File: config.mk
export PLATFORM = sky130hd
export DESIGN_NAME = datapath_seq_flat
export DESIGN_NICKNAME = d
export VERILOG_FILES = /design/src/rtl/datapath_seq_if.sv /design/src/rtl/datapath_seq.sv /design/src/flat_wrapper.sv
export SDC_FILE = /design/constraint.sdc
export NUM_CORES = 1
export LEC_CHECK = 0
export CAP_MARGIN = 25
export CORE_UTILIZATION = 35
export DETAILED_ROUTE_END_ITERATION = 10
export PLACE_DENSITY_LB_ADDON = 0.1
export SYNTH_ARGS = -nofsm -noshare
export SYNTH_HDL_FRONTEND = slang
export SYNTH_SLANG_ARGS = --single-unit
File: constraint.sdc
create_clock -name clk -period 3.75 [get_ports clk]
set_input_delay 0.9375 -clock clk [delete_from_list [all_inputs] [get_ports clk]]
set_output_delay 0.9375 -clock clk [all_outputs]
set_load 0.01 [all_outputs]
File: src/rtl/datapath_seq_if.sv
// Bundles the request fields, operand sources and results of datapath_seq.
// The master side issues operations; the slave side is the datapath.
interface datapath_seq_if #(
  parameter int W   = 16,
  parameter int RAW = 3,
  parameter int PCW = 8
);
  logic           start;
  logic [RAW-1:0] rn;
  logic [RAW-1:0] rm;
  logic [RAW-1:0] rd;
  logic [1:0]     shift;
  logic [1:0]     aluop;
  logic           asel;
  logic           bsel;
  logic [3:0]     vsel;
  logic           wb_en;
  logic           ld_s;
  logic [W-1:0]   mdata;
  logic [W-1:0]   sximm8;
  logic [W-1:0]   sximm5;
  logic [PCW-1:0] pc;
  logic           busy;
  logic           done;
  logic           err;
  logic [W-1:0]   c_out;
  logic [2:0]     status;
  logic [RAW-1:0] dbg_addr;
  logic [W-1:0]   dbg_data;

  modport master (
    output start, rn, rm, rd, shift, aluop, asel, bsel, vsel, wb_en, ld_s,
           mdata, sximm8, sximm5, pc, dbg_addr,
    input  busy, done, err, c_out, status, dbg_data
  );

  modport slave (
    input  start, rn, rm, rd, shift, aluop, asel, bsel, vsel, wb_en, ld_s,
           mdata, sximm8, sximm5, pc, dbg_addr,
    output busy, done, err, c_out, status, dbg_data
  );
endinterface

File: src/rtl/datapath_seq.sv
// Multi-cycle register-file datapath: read A, read B, execute, write back.
//
//   state | meaning
//   IDLE  | waiting for start; only state that accepts a request
//   LDA   | A <= reg[rn]
//   LDB   | B <= reg[rm]
//   EXE   | C and (optionally) status loaded from the ALU
//   WB    | done/err pulse; reg[rd] written on the edge that leaves WB
module datapath_seq #(
  parameter int W   = 16,
  parameter int RAW = 3,
  parameter int PCW = 8
) (
  input  logic          clk,
  input  logic          rst_n,
  datapath_seq_if.slave bus
);

  localparam logic [2:0] IDLE = 3'd0;
  localparam logic [2:0] LDA  = 3'd1;
  localparam logic [2:0] LDB  = 3'd2;
  localparam logic [2:0] EXE  = 3'd3;
  localparam logic [2:0] WB   = 3'd4;

  localparam int NREG = 2 ** RAW;

  logic [2:0]     state, state_nxt;
  logic [W-1:0]   rf [NREG];
  logic [W-1:0]   reg_a, reg_b, reg_c;
  logic [2:0]     status_q;

  logic [RAW-1:0] ir_rn, ir_rm, ir_rd;
  logic [1:0]     ir_shift, ir_aluop;
  logic           ir_asel, ir_bsel, ir_wb_en, ir_ld_s;
  logic [3:0]     ir_vsel;

  logic [W-1:0]   b_shifted, ain, bin, alu_res, sum, diff, wb_data;
  logic           alu_v, vsel_ok, wb_write;

  wire accept = (state == IDLE) && bus.start;

  // Next-state: a fixed five-step walk once a request is accepted.
  always_comb begin
    state_nxt = state;
    case (state)
      IDLE:    if (bus.start) state_nxt = LDA;
      LDA:     state_nxt = LDB;
      LDB:     state_nxt = EXE;
      EXE:     state_nxt = WB;
      WB:      state_nxt = IDLE;
      default: state_nxt = IDLE;
    endcase
  end

  // State register.
  always_ff @(posedge clk or negedge rst_n) begin
    if (!rst_n) state <= IDLE;
    else        state <= state_nxt;
  end

  // Instruction register: freezes control fields so later input changes are ignored.
  always_ff @(posedge clk or negedge rst_n) begin
    if (!rst_n) begin
      ir_rn    <= '0;
      ir_rm    <= '0;
      ir_rd    <= '0;
      ir_shift <= '0;
      ir_aluop <= '0;
      ir_asel  <= 1'b0;
      ir_bsel  <= 1'b0;
      ir_vsel  <= '0;
      ir_wb_en <= 1'b0;
      ir_ld_s  <= 1'b0;
    end else if (accept) begin
      ir_rn    <= bus.rn;
      ir_rm    <= bus.rm;
      ir_rd    <= bus.rd;
      ir_shift <= bus.shift;
      ir_aluop <= bus.aluop;
      ir_asel  <= bus.asel;
      ir_bsel  <= bus.bsel;
      ir_vsel  <= bus.vsel;
      ir_wb_en <= bus.wb_en;
      ir_ld_s  <= bus.ld_s;
    end
  end

  // B-operand shifter.
  always_comb begin
    b_shifted = reg_b;
    case (ir_shift)
      2'b01:   b_shifted = {reg_b[W-2:0], 1'b0};
      2'b10:   b_shifted = {1'b0, reg_b[W-1:1]};
      2'b11:   b_shifted = {reg_b[W-1], reg_b[W-1:1]};
      default: b_shifted = reg_b;
    endcase
  end

  // ALU with signed-overflow detection for add and subtract.
  always_comb begin
    ain     = ir_asel ? '0 : reg_a;
    bin     = ir_bsel ? bus.sximm5 : b_shifted;
    sum     = ain + bin;
    diff    = ain - bin;
    alu_res = sum;
    alu_v   = 1'b0;
    case (ir_aluop)
      2'b00: begin
        alu_res = sum;
        alu_v   = (ain[W-1] == bin[W-1]) && (sum[W-1] != ain[W-1]);
      end
      2'b01: begin
        alu_res = diff;
        alu_v   = (ain[W-1] != bin[W-1]) && (diff[W-1] != ain[W-1]);
      end
      2'b10:   alu_res = ain & bin;
      default: alu_res = ~bin;
    endcase
  end

  // Writeback source select; an invalid select suppresses the write and raises err.
  always_comb begin
    vsel_ok = $onehot(ir_vsel);
    wb_data = reg_c;
    case (ir_vsel)
      4'b0001: wb_data = bus.mdata;
      4'b0010: wb_data = bus.sximm8;
      4'b0100: wb_data = W'(bus.pc);
      default: wb_data = reg_c;
    endcase
    wb_write = (state == WB) && ir_wb_en && vsel_ok;
  end

  // Operand, result and status registers.
  always_ff @(posedge clk or negedge rst_n) begin
    if (!rst_n) begin
      reg_a    <= '0;
      reg_b    <= '0;
      reg_c    <= '0;
      status_q <= '0;
    end else begin
      if (state == LDA) reg_a <= rf[ir_rn];
      if (state == LDB) reg_b <= rf[ir_rm];
      if (state == EXE) begin
        reg_c <= alu_res;
        if (ir_ld_s) status_q <= {alu_v, alu_res[W-1], (alu_res == '0)};
      end
    end
  end

  // Register file; the only writer is WB.
  always_ff @(posedge clk or negedge rst_n) begin
    if (!rst_n) begin
      for (int i = 0; i < NREG; i++) rf[i] <= '0;
    end else if (wb_write) begin
      rf[ir_rd] <= wb_data;
    end
  end

  assign bus.busy     = (state != IDLE);
  assign bus.done     = (state == WB);
  assign bus.err      = (state == WB) && ir_wb_en && !vsel_ok;
  assign bus.c_out    = reg_c;
  assign bus.status   = status_q;
  assign bus.dbg_data = rf[bus.dbg_addr];

endmodule

File: src/flat_wrapper.sv
// flat-port wrapper written by rule: the top's interface ports become plain ports
module datapath_seq_flat 
#(
  parameter int W   = 16,
  parameter int RAW = 3,
  parameter int PCW = 8
)
  (clk, rst_n, bus_start, bus_rn, bus_rm, bus_rd, bus_shift, bus_aluop, bus_asel, bus_bsel, bus_vsel, bus_wb_en, bus_ld_s, bus_mdata, bus_sximm8, bus_sximm5, bus_pc, bus_dbg_addr, bus_busy, bus_done, bus_err, bus_c_out, bus_status, bus_dbg_data);
  datapath_seq_if #(.W(W), .RAW(RAW), .PCW(PCW)) bus_i ();
  input  logic clk;
  input  logic rst_n;
  input wire logic [$bits(bus_i.start)-1:0] bus_start;
  input wire logic [$bits(bus_i.rn)-1:0] bus_rn;
  input wire logic [$bits(bus_i.rm)-1:0] bus_rm;
  input wire logic [$bits(bus_i.rd)-1:0] bus_rd;
  input wire logic [$bits(bus_i.shift)-1:0] bus_shift;
  input wire logic [$bits(bus_i.aluop)-1:0] bus_aluop;
  input wire logic [$bits(bus_i.asel)-1:0] bus_asel;
  input wire logic [$bits(bus_i.bsel)-1:0] bus_bsel;
  input wire logic [$bits(bus_i.vsel)-1:0] bus_vsel;
  input wire logic [$bits(bus_i.wb_en)-1:0] bus_wb_en;
  input wire logic [$bits(bus_i.ld_s)-1:0] bus_ld_s;
  input wire logic [$bits(bus_i.mdata)-1:0] bus_mdata;
  input wire logic [$bits(bus_i.sximm8)-1:0] bus_sximm8;
  input wire logic [$bits(bus_i.sximm5)-1:0] bus_sximm5;
  input wire logic [$bits(bus_i.pc)-1:0] bus_pc;
  input wire logic [$bits(bus_i.dbg_addr)-1:0] bus_dbg_addr;
  output wire logic [$bits(bus_i.busy)-1:0] bus_busy;
  output wire logic [$bits(bus_i.done)-1:0] bus_done;
  output wire logic [$bits(bus_i.err)-1:0] bus_err;
  output wire logic [$bits(bus_i.c_out)-1:0] bus_c_out;
  output wire logic [$bits(bus_i.status)-1:0] bus_status;
  output wire logic [$bits(bus_i.dbg_data)-1:0] bus_dbg_data;
  assign bus_i.start = bus_start;
  assign bus_i.rn = bus_rn;
  assign bus_i.rm = bus_rm;
  assign bus_i.rd = bus_rd;
  assign bus_i.shift = bus_shift;
  assign bus_i.aluop = bus_aluop;
  assign bus_i.asel = bus_asel;
  assign bus_i.bsel = bus_bsel;
  assign bus_i.vsel = bus_vsel;
  assign bus_i.wb_en = bus_wb_en;
  assign bus_i.ld_s = bus_ld_s;
  assign bus_i.mdata = bus_mdata;
  assign bus_i.sximm8 = bus_sximm8;
  assign bus_i.sximm5 = bus_sximm5;
  assign bus_i.pc = bus_pc;
  assign bus_i.dbg_addr = bus_dbg_addr;
  assign bus_busy = bus_i.busy;
  assign bus_done = bus_i.done;
  assign bus_err = bus_i.err;
  assign bus_c_out = bus_i.c_out;
  assign bus_status = bus_i.status;
  assign bus_dbg_data = bus_i.dbg_data;
  datapath_seq #(.W(W), .RAW(RAW), .PCW(PCW)) u_core (.clk(clk), .rst_n(rst_n), .bus(bus_i));
endmodule
; ---- After elaboration in Yosys (flattened, before gate mapping)
; Index checks and enable logic that the tools add are counted.
[totals]
input_bits = 83
word_cells = 90
out_inout_bits = 38
register_bits = 203
[classes]
eq_ne = 18
addsub = 5
reduce_logical = 13
n_mux = 20
magnitude_cmp = 5
n_bitwise = 6
[ops]
columns = op, count
row1 = $bmux W16 S3, 3
row2 = $mux W16, 9
row3 = $pmux W16 S3, 3
row4 = $bwmux W128, 1
row5 = $demux W16 S3, 1
row6 = $add A16 B16 Y16, 1
row7 = $and A16 B16 Y16, 1
row8 = $ge A4 B4 Y1 const B, 4
row9 = $logic_not A16 Y1, 1
row10 = $not A16 Y16, 1
row11 = $not A3 Y4, 4
row12 = $sub A16 B16 Y16, 1
row13 = $pmux W3 S4, 1
row14 = $logic_and A1 B1 Y1, 7
row15 = $eq A2 B2 Y1 const B, 3
row16 = $eq A3 B1 Y1 const B, 2
row17 = $eq A3 B2 Y1 const B, 2
row18 = $add A1 B1 Y2, 2
row19 = $eq A2 B1 Y1 const B, 2
row20 = $eq A4 B1 Y1 const B, 1
row21 = $eq A4 B2 Y1 const B, 1
row22 = $eq A4 B3 Y1 const B, 1
row23 = $lt A4 B1 Y1 const B, 1
row24 = $add A3 B3 Y3, 1
row25 = other kinds (11), 13

; ---- Logic depth before layout (Yosys ltp)
[logic_depth]
ltp_word = 7
depth_mapped = 19
ltp_nobuf = 16

; ---- Worst setup path after synthesis
; Ideal clock, no wire load.
[synth_timing]
kind = input-to-reg
from = input port bus_sximm5[0]
to = register u_core.status_q[0], in the netlist u_core.bus.status[0]
setup_time_ps = 92
t_arrival_ps = 3470
stages = 14
required_time_ps = 3658
path_buffers = 0
path_slack_ps = 188
path_cell_list = nand2_1 > o21ai_1 > ha_1 > inv_1 > fa_1 > nand2b_1 > a21oi_2 > o21ai_1 > a221o_1 > o221ai_1 > o211ai_1 > or4_1 > nand4bb_1 > o31ai_2
[synth_between]
elab_chain_len = 4
elab_cells_between_ends = 7
classes_between = 2 x add/sub / 2 x mux / 2 x bitwise / 1 x reduce/logical
[synth_lines]
columns = element, line_no
row1 = "start, declared", flat_wrapper.sv:25  ; input wire logic [$bits(bus_i.sximm5)-1:0] bus_sximm5;
row2 = $mux W16 *, datapath_seq.sv:102  ; bin = ir_bsel ? bus.sximm5 : b_shifted;
row3 = "$sub A16 B16 Y16, or another cell as far along", datapath_seq.sv:104  ; diff = ain - bin;
row4 = $pmux W16 S3 *, datapath_seq.sv:107  ; case (ir_aluop)
row5 = $logic_not A16 Y1 *, datapath_seq.sv:146  ; if (ir_ld_s) status_q <= {alu_v, alu_res[W-1], (alu_res == '0)};
row6 = "end signal, assigned", datapath_seq.sv:146
row7 = "end, declared", datapath_seq.sv:30  ; logic [2:0] status_q;
; Mark *: on every way between the ends. The rest lies on a longest branch, timed or not.
; A chain may end at the register's enable or synchronous reset.

; ---- Worst setup path after layout
[layout_timing]
from = input port bus_dbg_addr[0]
to = output port bus_dbg_data[1]
[layout_between]
elab_chain_len = 4
[layout_lines]
columns = element, line_no
row1 = "start, declared", flat_wrapper.sv:27  ; input wire logic [$bits(bus_i.dbg_addr)-1:0] bus_dbg_addr;
row2 = $not A3 Y4 (implied by the code), datapath_seq.sv:165  ; assign bus.dbg_data = rf[bus.dbg_addr];
row3 = $bmux W16 S3, datapath_seq.sv:165
row4 = $mux W16 (implied by the code) (2 in series), datapath_seq.sv:165
row5 = "end, declared", flat_wrapper.sv:33  ; output wire logic [$bits(bus_i.dbg_data)-1:0] bus_dbg_data;
; No other way between the ends. The select of a mux whose other input is x is not followed.

==> reports/results.tsv <==
metric	value	unit
pre_cts_slack	-572	ps
slowest_delay	520	ps
vias	10500	
worstPathRequired	2810	ps
hold_viol_final	0	
die_h	195	µm
fill_cells	3506	
critPathCaptureType	primary output	
reg2reg_slack	180	ps
finalSetupViolCount	0	
max-slew-margin-rel	37.9	%
worst_pin_slew	931	ps
synthCells	1272	
rr_worst_depth	16	
routed_wl	41.8	mm
ant_nets	0	
grt_pass1_wl	64.8	mm
core	0.0367	mm²
peakVddDrop	365	µV
clk_latency	540	ps
die_w	195	µm
slew_violations	0	
drv_cap	0	
drive_gt1_share	27.1	%
floorplan.io_pins	121	
start_util	35.6	%
grt-ovfl-total	0	
multi_input_area	0.00771	mm²
outcome	finished clean	
cpMaxStageDelayCell	mux4_2	
fin_skew	14.4	ps
areaGrowthSynthToFinish	28.7	%
syn_area	0.0131	mm²
crit_family	buffers and inverters	
first_pass_iters	5	
cp_cell_sequence	buf_2, buf_4, mux4_2, mux2_2, clkdlybuf4s50_1	
grt_max_degree	85	
hold_slack	458	ps
cp_num_cells	5	
h-tree-depth	1	
wl_per_cell	21.3	µm
cts_tree	done	
row_count	70	
r2r_end	u_core.bus.status[0]$_DFFE_PN0P_	
rr_startpoint	u_core.ir_shift[1]$_DFFE_PN0P_	
powerDensity	1100	mW/mm²
grt_pass1_vias	10800	
instances_no_fill	1964	
clock-sinks	203	
hold_buffers	0	
ys_warn_count	0	
final_nets	1605	
arrival	2720	ps
cp_num_buf_inv	3	
totalPowerFinal	0.0186	W
synth_top_flop_cell	dfrtp_1	
ctsLongestPathBuffers	3	
dp.final_hpwl	30.4	mm
crit_type	in -> out	
clkTransAtPathRegs	50	ps
syn_avg_cell_area	10.3	µm²
finalCriticalPeriod	3660	ps
port_buffers	120	
antenna_found_initial	0	
cp_max_fo	7	
drtIter0Drc	605	
drc	0	
diodes	0	
synth_cell_type_count	66	
fin_util	45.9	%
grt_usage	22.3	%
cp-start-kind	input pin	
fin_crit_sh	97.6	%
cts_root_buffer	clkbuf_16	
hold_class	in -> async	
power_leakage	6.81	nW
regArea	0.00509	mm²
ys_seq_area_share	38.8	%
gp_congestion	0.900	
ys_ff_latch	203	
cts_made_buffers	26	
async_flop_share	100	%
synth-edff-count	0	
syn_nets	1400	
setup_ws	89.6	ps
fp.dieArea	0.0382	mm²
vias_per_cell	5.34	
place_inst	1909	
clock.fmax	0.273	GHz
cell usage after synthesis (23+ instances only):
library cell	instances	share of area, %
a21oi_1	123	4.7
clkbuf_1	63	1.8
dfrtp_1	203	39
ha_1	42	4.0
inv_1	32	0.92
mux2_2	51	4.4
mux2i_1	51	3.9
mux4_2	96	17
nand2_1	124	3.6
nor2_1	126	3.6
nor2b_1	23	1.1
o21ai_0	110	4.2
sequential cells by signal (all words and copies together), names as in the netlist:
signal and cells:
u_core.ir_wb_en 1, u_core.ir_rn 3, u_core.ir_rd 3, u_core.ir_bsel 1
u_core.state 3, u_core.reg_b 16, u_core.bus.status 3, u_core.ir_ld_s 1
u_core.rf 128, u_core.ir_shift 2, u_core.ir_vsel 4, u_core.ir_asel 1
u_core.ir_aluop 2, u_core.bus.c_out 16, u_core.ir_rm 3, u_core.reg_a 16
per-layer routing:
layer  vias up  routed length [µm]  GRT usage [%]
met4         0                1020           5.92
met3        65                1900           3.11
met5         -                   0              0
met2       209               19900           37.4
li1       5083                   -              -
met1      5139               19000           30.2
worst register-to-register path, cell delays in order, from the launching register on:
cell and delay [ps]:
dfrtp_2 450, buf_4 160, nor2_1 130, a22oi_2 80, o21ai_2 180, ha_2 210
inv_1 50, fa_2 360, nand2b_4 160, a21oi_4 150, o21ai_2 90, a221o_1 330
o221ai_2 70, o211ai_1 110, or4_1 500, nand4bb_1 220, o31ai_2 240
area by class of cell:
class / count / area share, %
Clock buffer: 37 / 4.53
Clock inverter: 10 / 0.476
Inverter: 37 / 0.862
Multi-Input combinational cell: 936 / 45.8
Sequential cell: 203 / 30.2
Tap cell: 468 / 3.48
Timing Repair Buffer: 273 / 14.7
worst max-delay path by stage:
stage | slack (ps) | from | to
floorplan | 190 | bus_sximm5[0] | u_core.bus.status[0]$_DFFE_PN0P_
global placement | -590 | bus_sximm5[0] | u_core.bus.status[0]$_DFFE_PN0P_
detailed placement | -570 | bus_sximm5[0] | u_core.bus.status[0]$_DFFE_PN0P_
CTS | 30 | u_core.ir_bsel$_DFFE_PN0P_ | u_core.bus.status[0]$_DFFE_PN0P_
global route | -0.8 | u_core.ir_shift[0]$_DFFE_PN0P_ | u_core.bus.status[0]$_DFFE_PN0P_
finish | 90 | bus_dbg_addr[0] | bus_dbg_data[1]
kinds of logic after synthesis:
group	share of synthesized area, %
flops	38.8
fa+ha+maj	4.48
mux	24.8
compound gates	15.2
simple gates	11.6
xor+xnor	1.07
buf+inv	4.02
cells in the final DEF (no fill, tap or decap), drive strengths merged, types with 11 or more instances in the layout:
master and instances:
xnor2 11, mux2i 51, mux2 51, ha 42
dfrtp 203, mux4 96, inv 35, clkbuf 38
o21ai 118, a211oi 12, nand3 15, nand2 124
nor3 12, nor2 126, nor2b 23, a21oi 124
buf 154, clkdlybuf4s50 115
metrics by stage:
step	cell area, µm²	TNS, ps
2_1_floorplan	13100	0
4_1_cts	16600	0
6_report	16800	0
5_1_grt	16800	-0.770
3_3_place_gp	15700	-2720
3_5_place_dp	15700	-2740
power breakdown:
group	leakage (nW)	total, W	internal [W]	switching, W
logic	4.35	0.0120	0.00599	0.00596
registers	2.04	0.00417	0.00307	0.00110
clock network	0.416	0.00245	0.00148	0.000979
what timing repair did:
action | in CTS | in global routing
pin swaps | 0 | 12
buffers inserted | 0 | 6
gates resized for setup | 5 | 49
gates cloned | 1 | 0
endpoints found under the setup margin | 12 | 6
Power figures use the tool's default switching activity.
